--- src/rtl/instr_fetch_queue.sv ---
`default_nettype none
// ============================================================================
// Module   : instr_fetch_queue
// Purpose  : Prefetching instruction fetch stage. Streams 16-bit words from
//            the program RAM read port (port B) and pairs them into
//            {op, regnum, num} instructions. Holds up to DEPTH instructions
//            in a FIFO that decode drains with a valid/ready handshake.
//            A redirect flushes the queue and restarts fetch at redirect_pc.
// Ports    : clkb        - clock, shared with RAM port B
//            rst         - synchronous active-high reset
//            enb/addrb   - RAM port-B read enable / word address
//            dob         - RAM read data, valid the cycle after the issue
//            redirect    - flush and restart fetch at redirect_pc (even)
//            out_valid   - head instruction available
//            out_ready   - decode accepts the head
//            out_op      - head word0[15:8]
//            out_regnum  - head word0[7:0]
//            out_num     - head word1
//            out_pc      - head word0 address (only with FETCH_PC_OUT_EN)
// Options  : FETCH_PC_OUT_EN - store the word0 address per entry and
//            present it on out_pc.
// Revision : 1.0 - initial release
// ============================================================================
module instr_fetch_queue #(
    parameter int DEPTH = 4,
    parameter int AW    = 10
) (
    input  logic          clkb,
    input  logic          rst,
    output logic          enb,
    output logic [AW-1:0] addrb,
    input  logic [15:0]   dob,
    input  logic          redirect,
    input  logic [AW-1:0] redirect_pc,
    output logic          out_valid,
    input  logic          out_ready,
    output logic [7:0]    out_op,
    output logic [7:0]    out_regnum,
    output logic [15:0]   out_num
`ifdef FETCH_PC_OUT_EN
    ,
    output logic [AW-1:0] out_pc
`endif
);

    localparam int c_PW = (DEPTH > 1) ? $clog2(DEPTH) : 1;
    localparam int c_CW = c_PW + 1;
    localparam logic [c_CW:0] c_DEPTH = (c_CW + 1)'(DEPTH);

    // Fetch-side state
    logic [AW-1:0]   r_pc;
    logic            r_phase;         // 0: next issue is word0, 1: word1
    logic            r_resp_pending;  // a word was issued last cycle
    logic            r_resp_phase;    // which word is returning on dob
    logic [7:0]      r_hold_op;
    logic [7:0]      r_hold_reg;
    logic            r_open;          // word0 issued, instruction not yet pushed

    // FIFO state
    logic [31:0]     r_mem_data [DEPTH];
    logic [c_PW-1:0] r_wr_ptr;
    logic [c_PW-1:0] r_rd_ptr;
    logic [c_CW-1:0] r_count;

`ifdef FETCH_PC_OUT_EN
    logic [AW-1:0]   r_word0_pc;
    logic [AW-1:0]   r_mem_pc [DEPTH];
`endif

    logic [c_CW:0]   w_reserved;
    logic            w_issue;
    logic            w_push;
    logic            w_pop;
    logic [31:0]     w_head;

    // A started instruction reserves its FIFO slot, so pushes can never
    // overflow. Pops in the current cycle are deliberately not credited.
    always_comb begin
        w_reserved = {1'b0, r_count} + {{c_CW{1'b0}}, r_open};
        enb        = !rst && !redirect && (r_phase || (w_reserved < c_DEPTH));
        addrb      = r_pc;
    end

    always_comb begin
        w_issue   = enb;
        w_push    = r_resp_pending && r_resp_phase;
        out_valid = (r_count != '0);
        w_pop     = out_valid && out_ready;
        w_head    = r_mem_data[r_rd_ptr];
        // Gating with out_valid keeps the outputs at zero while empty,
        // independent of whatever the unreset storage holds.
        out_op     = out_valid ? w_head[31:24] : 8'h00;
        out_regnum = out_valid ? w_head[23:16] : 8'h00;
        out_num    = out_valid ? w_head[15:0]  : 16'h0000;
`ifdef FETCH_PC_OUT_EN
        out_pc     = out_valid ? r_mem_pc[r_rd_ptr] : '0;
`endif
    end

    always_ff @(posedge clkb) begin
        if (rst) begin
            r_pc           <= '0;
            r_phase        <= 1'b0;
            r_resp_pending <= 1'b0;
            r_resp_phase   <= 1'b0;
            r_hold_op      <= 8'h00;
            r_hold_reg     <= 8'h00;
            r_open         <= 1'b0;
            r_wr_ptr       <= '0;
            r_rd_ptr       <= '0;
            r_count        <= '0;
`ifdef FETCH_PC_OUT_EN
            r_word0_pc     <= '0;
`endif
        end else if (redirect) begin
            // Returning word is dropped and any same-cycle push/pop ignored.
            r_pc           <= redirect_pc;
            r_phase        <= 1'b0;
            r_resp_pending <= 1'b0;
            r_resp_phase   <= 1'b0;
            r_open         <= 1'b0;
            r_wr_ptr       <= '0;
            r_rd_ptr       <= '0;
            r_count        <= '0;
        end else begin
            r_resp_pending <= w_issue;
            if (w_issue) begin
                r_pc         <= r_pc + AW'(1);
                r_phase      <= ~r_phase;
                r_resp_phase <= r_phase;
            end
`ifdef FETCH_PC_OUT_EN
            if (w_issue && !r_phase) begin
                r_word0_pc <= r_pc;
            end
`endif
            if (r_resp_pending && !r_resp_phase) begin
                r_hold_op  <= dob[15:8];
                r_hold_reg <= dob[7:0];
            end
            if (w_push) begin
                r_wr_ptr <= r_wr_ptr + c_PW'(1);
            end
            if (w_pop) begin
                r_rd_ptr <= r_rd_ptr + c_PW'(1);
            end
            case ({w_push, w_pop})
                2'b10:   r_count <= r_count + c_CW'(1);
                2'b01:   r_count <= r_count - c_CW'(1);
                default: r_count <= r_count;
            endcase
            // A new word0 can issue in the same cycle the previous
            // instruction completes; the new reservation takes precedence.
            if (w_issue && !r_phase) begin
                r_open <= 1'b1;
            end else if (w_push) begin
                r_open <= 1'b0;
            end
        end
    end

    // FIFO storage: no reset needed, contents are only visible via count.
    always_ff @(posedge clkb) begin
        if (!rst && !redirect && w_push) begin
            r_mem_data[r_wr_ptr] <= {r_hold_op, r_hold_reg, dob};
`ifdef FETCH_PC_OUT_EN
            r_mem_pc[r_wr_ptr]   <= r_word0_pc;
`endif
        end
    end

endmodule
`default_nettype wire

--- config.mk ---
export PLATFORM = sky130hd
export DESIGN_NAME = instr_fetch_queue
export DESIGN_NICKNAME = d
export VERILOG_FILES = /design/src/rtl/instr_fetch_queue.sv
export SDC_FILE = /design/constraint.sdc
export NUM_CORES = 1
export LEC_CHECK = 0
export ABC_AREA = 1
export BUFFER_PORTS_ARGS = -buffer_cell sky130_fd_sc_hd__buf_2
export CORE_ASPECT_RATIO = 0.9
export CORE_UTILIZATION = 40
export CTS_BUF_LIST = sky130_fd_sc_hd__clkbuf_2
export CTS_CLUSTER_SIZE = 40
export DETAILED_ROUTE_END_ITERATION = 8
export GPL_TIMING_DRIVEN = 0
export PLACE_DENSITY = 0.69
export SLEW_MARGIN = 0
export SYNTH_ARGS = -nofsm -noshare
export SYNTH_HDL_FRONTEND = slang
export SYNTH_SLANG_ARGS = --single-unit
--- constraint.sdc ---
create_clock -name clkb -period 6.65 [get_ports clkb]
set_input_delay 0.665 -clock clkb [delete_from_list [all_inputs] [get_ports clkb]]
set_output_delay 0.665 -clock clkb [all_outputs]
set_load 0.1 [all_outputs]
==> results.md <==
- Setup crit start kind: flip-flop
- Vias: 4759
- Clock Sinks: 167
- Max FFs per register: 128
- Synth cell types: 33
- Largest cells by area after synthesis: edfxtp_1, dfxtp_1, nor2_1, o21ai_0, a21oi_1
- Final HPWL DP: 9980 microns
- Cell-internal power: 1310 uW
- Die H: 126 microns
- Worst Setup End Kind: output port
- Worst min path class: primary input to flip-flop
- Syn nets: 670
- Syn Area/Cell: 10.8 sq um
- Layout Nets: 766
- Reg power frac: 63.8%
- Root Buffer: clkbuf_2
- Hold-fix buffers at CTS: 0
- Starting Density: 41.6%
- Setup Viol. Count Final: 0
- Post-CTS Resized: 0
- Wire per inst: 15.9 microns
- Main combinational cell family by area after synthesis: simple AND/OR/NAND/NOR gates
- Main synth FF type: edfxtp_1
- Power Total: 1800 uW
- Unrepaired setup endpoints after global routing: false
- Final hold vios: 0
- Initial antenna violation count: 1
- Synth area leader: edfxtp_1
- Post-synthesis simple-gate area fraction: 15.0%
- Post-CTS Setup Repair Bufs: 0
- Clock Skew: 0.0336 ns
- Worst-path clk slew: 0.22 ns
- Starting DRT DRC Count: 312
- # DRC: 0
- Yosys warning total: 0
- Core box area: 16400 sq um
- Static leakage: 0.00303 uW
- Mapped Area: 6820 sq um
- Bufs on Longest Clock Path: 2
- Global route overflow: 0
- Comb power frac: 9.3%
- Power Density: 231 nW/um^2
- Via density: 5.02
- Fin Setup TNS: 0 ns
- Ports: 74
- Synthesis-to-finish area growth: 14.1%
- Clock power share: 26.9%
- Crit Path Category: flip-flop to output port
- Xor and xnor area share after synthesis: 0.128%
- Number of buffers added on ports: 73
- TritonRoute pass-1 iters: 5
- Synth Area in Adders: 1.39%
- Status: finished clean
- Number of global-route vias before repair: 4453
- EDFF count, synth: 128
- Dpl cells: 917
- Gate Count Post-Synth: 633
- RePlAce Congestion: 0.805
- DRT antenna net count: 0
- Non-Filler Instances: 948
- Area of the die: 17600 sq um
- Final Critical Period: 3.24 ns
- First-pass GRT wire length: 24000 microns
- P_sw: 494 uW
- Die Wd: 140 microns
- WP data required: 5.98 ns
- FMAX: 309 MHz
- Row count: 44
- Synth Register Bits: 167
- Worst-path fanout max: 10
- Post-synthesis mux area share: 0.147%
- Fraction of registers with async set/reset: 0%
- Top reg by flops: r_mem_data
- Sequential area share after synthesis: 67.8%
- Largest net degree at the start of global routing: 25
- Worst Tran Pin Value: 0.579 ns
- H-tree depth: 4
- Worst skew pair latency: 0.73 ns
- Final period utilization: 48.7%
- Slew Limit Fails: 0
- Global Route Usage Sum: 18.2%
- Routed WL: 15100 microns
- Sw Ratio: 27.4%
- CTS tree: done
- Worst slew margin: 61.3%
- Complex-gate fraction of the synthesized area: 11.0%
- Worst vdd ir: 101 uV
- Cts bufs inserted: 17
- Antenna Cells: 0
- Layout cell share with drive strength beyond 1: 20.9%
- Critical path arrival: 2.57 ns
- Yosys top cell area share: 56.4%
- Max_cap viols: 0
==> cells in the mapped netlist (all sizes together), types with 2 or more instances <==
cell,n
or2,2
nand4,3
o21ai,96
ha,6
nand2,41
nand3,17
clkbuf,10
dfxtp,39
edfxtp,128
buf,20
nor2,181
a21oi,48
inv,36
==> worst paths after layout <==
kind | depth (start not counted) | startpoint | slack (ns) | end
setup reg to reg | 11 | r_count[1] | 4.60 | r_count[2]
hold / removal | 2 | rst | 0.15 | addrb[7]
setup / recovery | 5 | flip-flop | 3.41 | out_op[0]
hold reg to reg | 2 | r_open | 0.49 | r_open
==> layout by cell type, fill, tap and decap left out, types with 4 or more instances in the layout <==
cell type     n
ha_1          6
o21ai_0      78
nand3_1      15
clkbuf_1     10
nor2_4        4
edfxtp_1    128
buf_4         5
o21ai_1      16
a21oi_1      45
dfxtp_1      39
nor2_2        6
clkbuf_2     20
inv_1        31
clkinvlp_4    4
buf_2        84
nor2_1      170
nand2_1      36
==> final cells by class <==
type / count / area [sq um]
buffer: 30 / 164
timing repair buffer: 77 / 468
inverter: 37 / 144
clock inverter: 11 / 104
tap: 207 / 259
fill: 1484 / 8630
clock buffer: 20 / 100
sequential: 167 / 4620
multi-input combinational: 399 / 1920
==> through the flow <==
step / hold slack (ns) / cell area (sq um) / setup slack, ns / utilization (%)
floorplan: 0.442 / 6820 / 3.35 / -
global placement: 0.458 / 7440 / 2.45 / 45.4
detailed placement: 0.464 / 7580 / 3.94 / 46.2
CTS: 0.0791 / 7780 / 3.33 / 47.4
global route: 0.0576 / 7780 / 3.08 / 47.4
finish: 0.151 / 7780 / 3.41 / 47.4
==> cell families after synthesis <==
group | Yosys count
muxes | 1
AOI/OAI and AO/OA | 145
and+or+nand+nor | 245
xor gates and xnor gates | 1
adders and majority gates | 7
DFF | 167
buffers and inverters | 67
==> critical path, cell delays in order (launching register included) <==
cell and delay, ns:
dfxtp_1 0.35, clkinv_1 0.19, clkbuf_1 0.43, o21ai_0 0.18, a21oi_1 0.25, buf_2 0.48
==> routing by layer <==
metal,up-vias,global-route usage [%],wire (microns)
met4,2,5.69,187
li1,2357,-,-
met3,17,5.13,1100
met2,163,28.6,6920
met1,2220,24.5,6880
met5,-,0,13
==> power by group through the flow <==
stage                     clock network (uW)  logic [uW]  registers (uW)
after floorplan                            0        90.7            1200
after global placement                     0         165            1170
after detailed placement                   0         167            1170
after CTS                                498         167            1150
after global routing                     544         177            1150
final                                    484         167            1150
(Power assumes the default switching activity.)
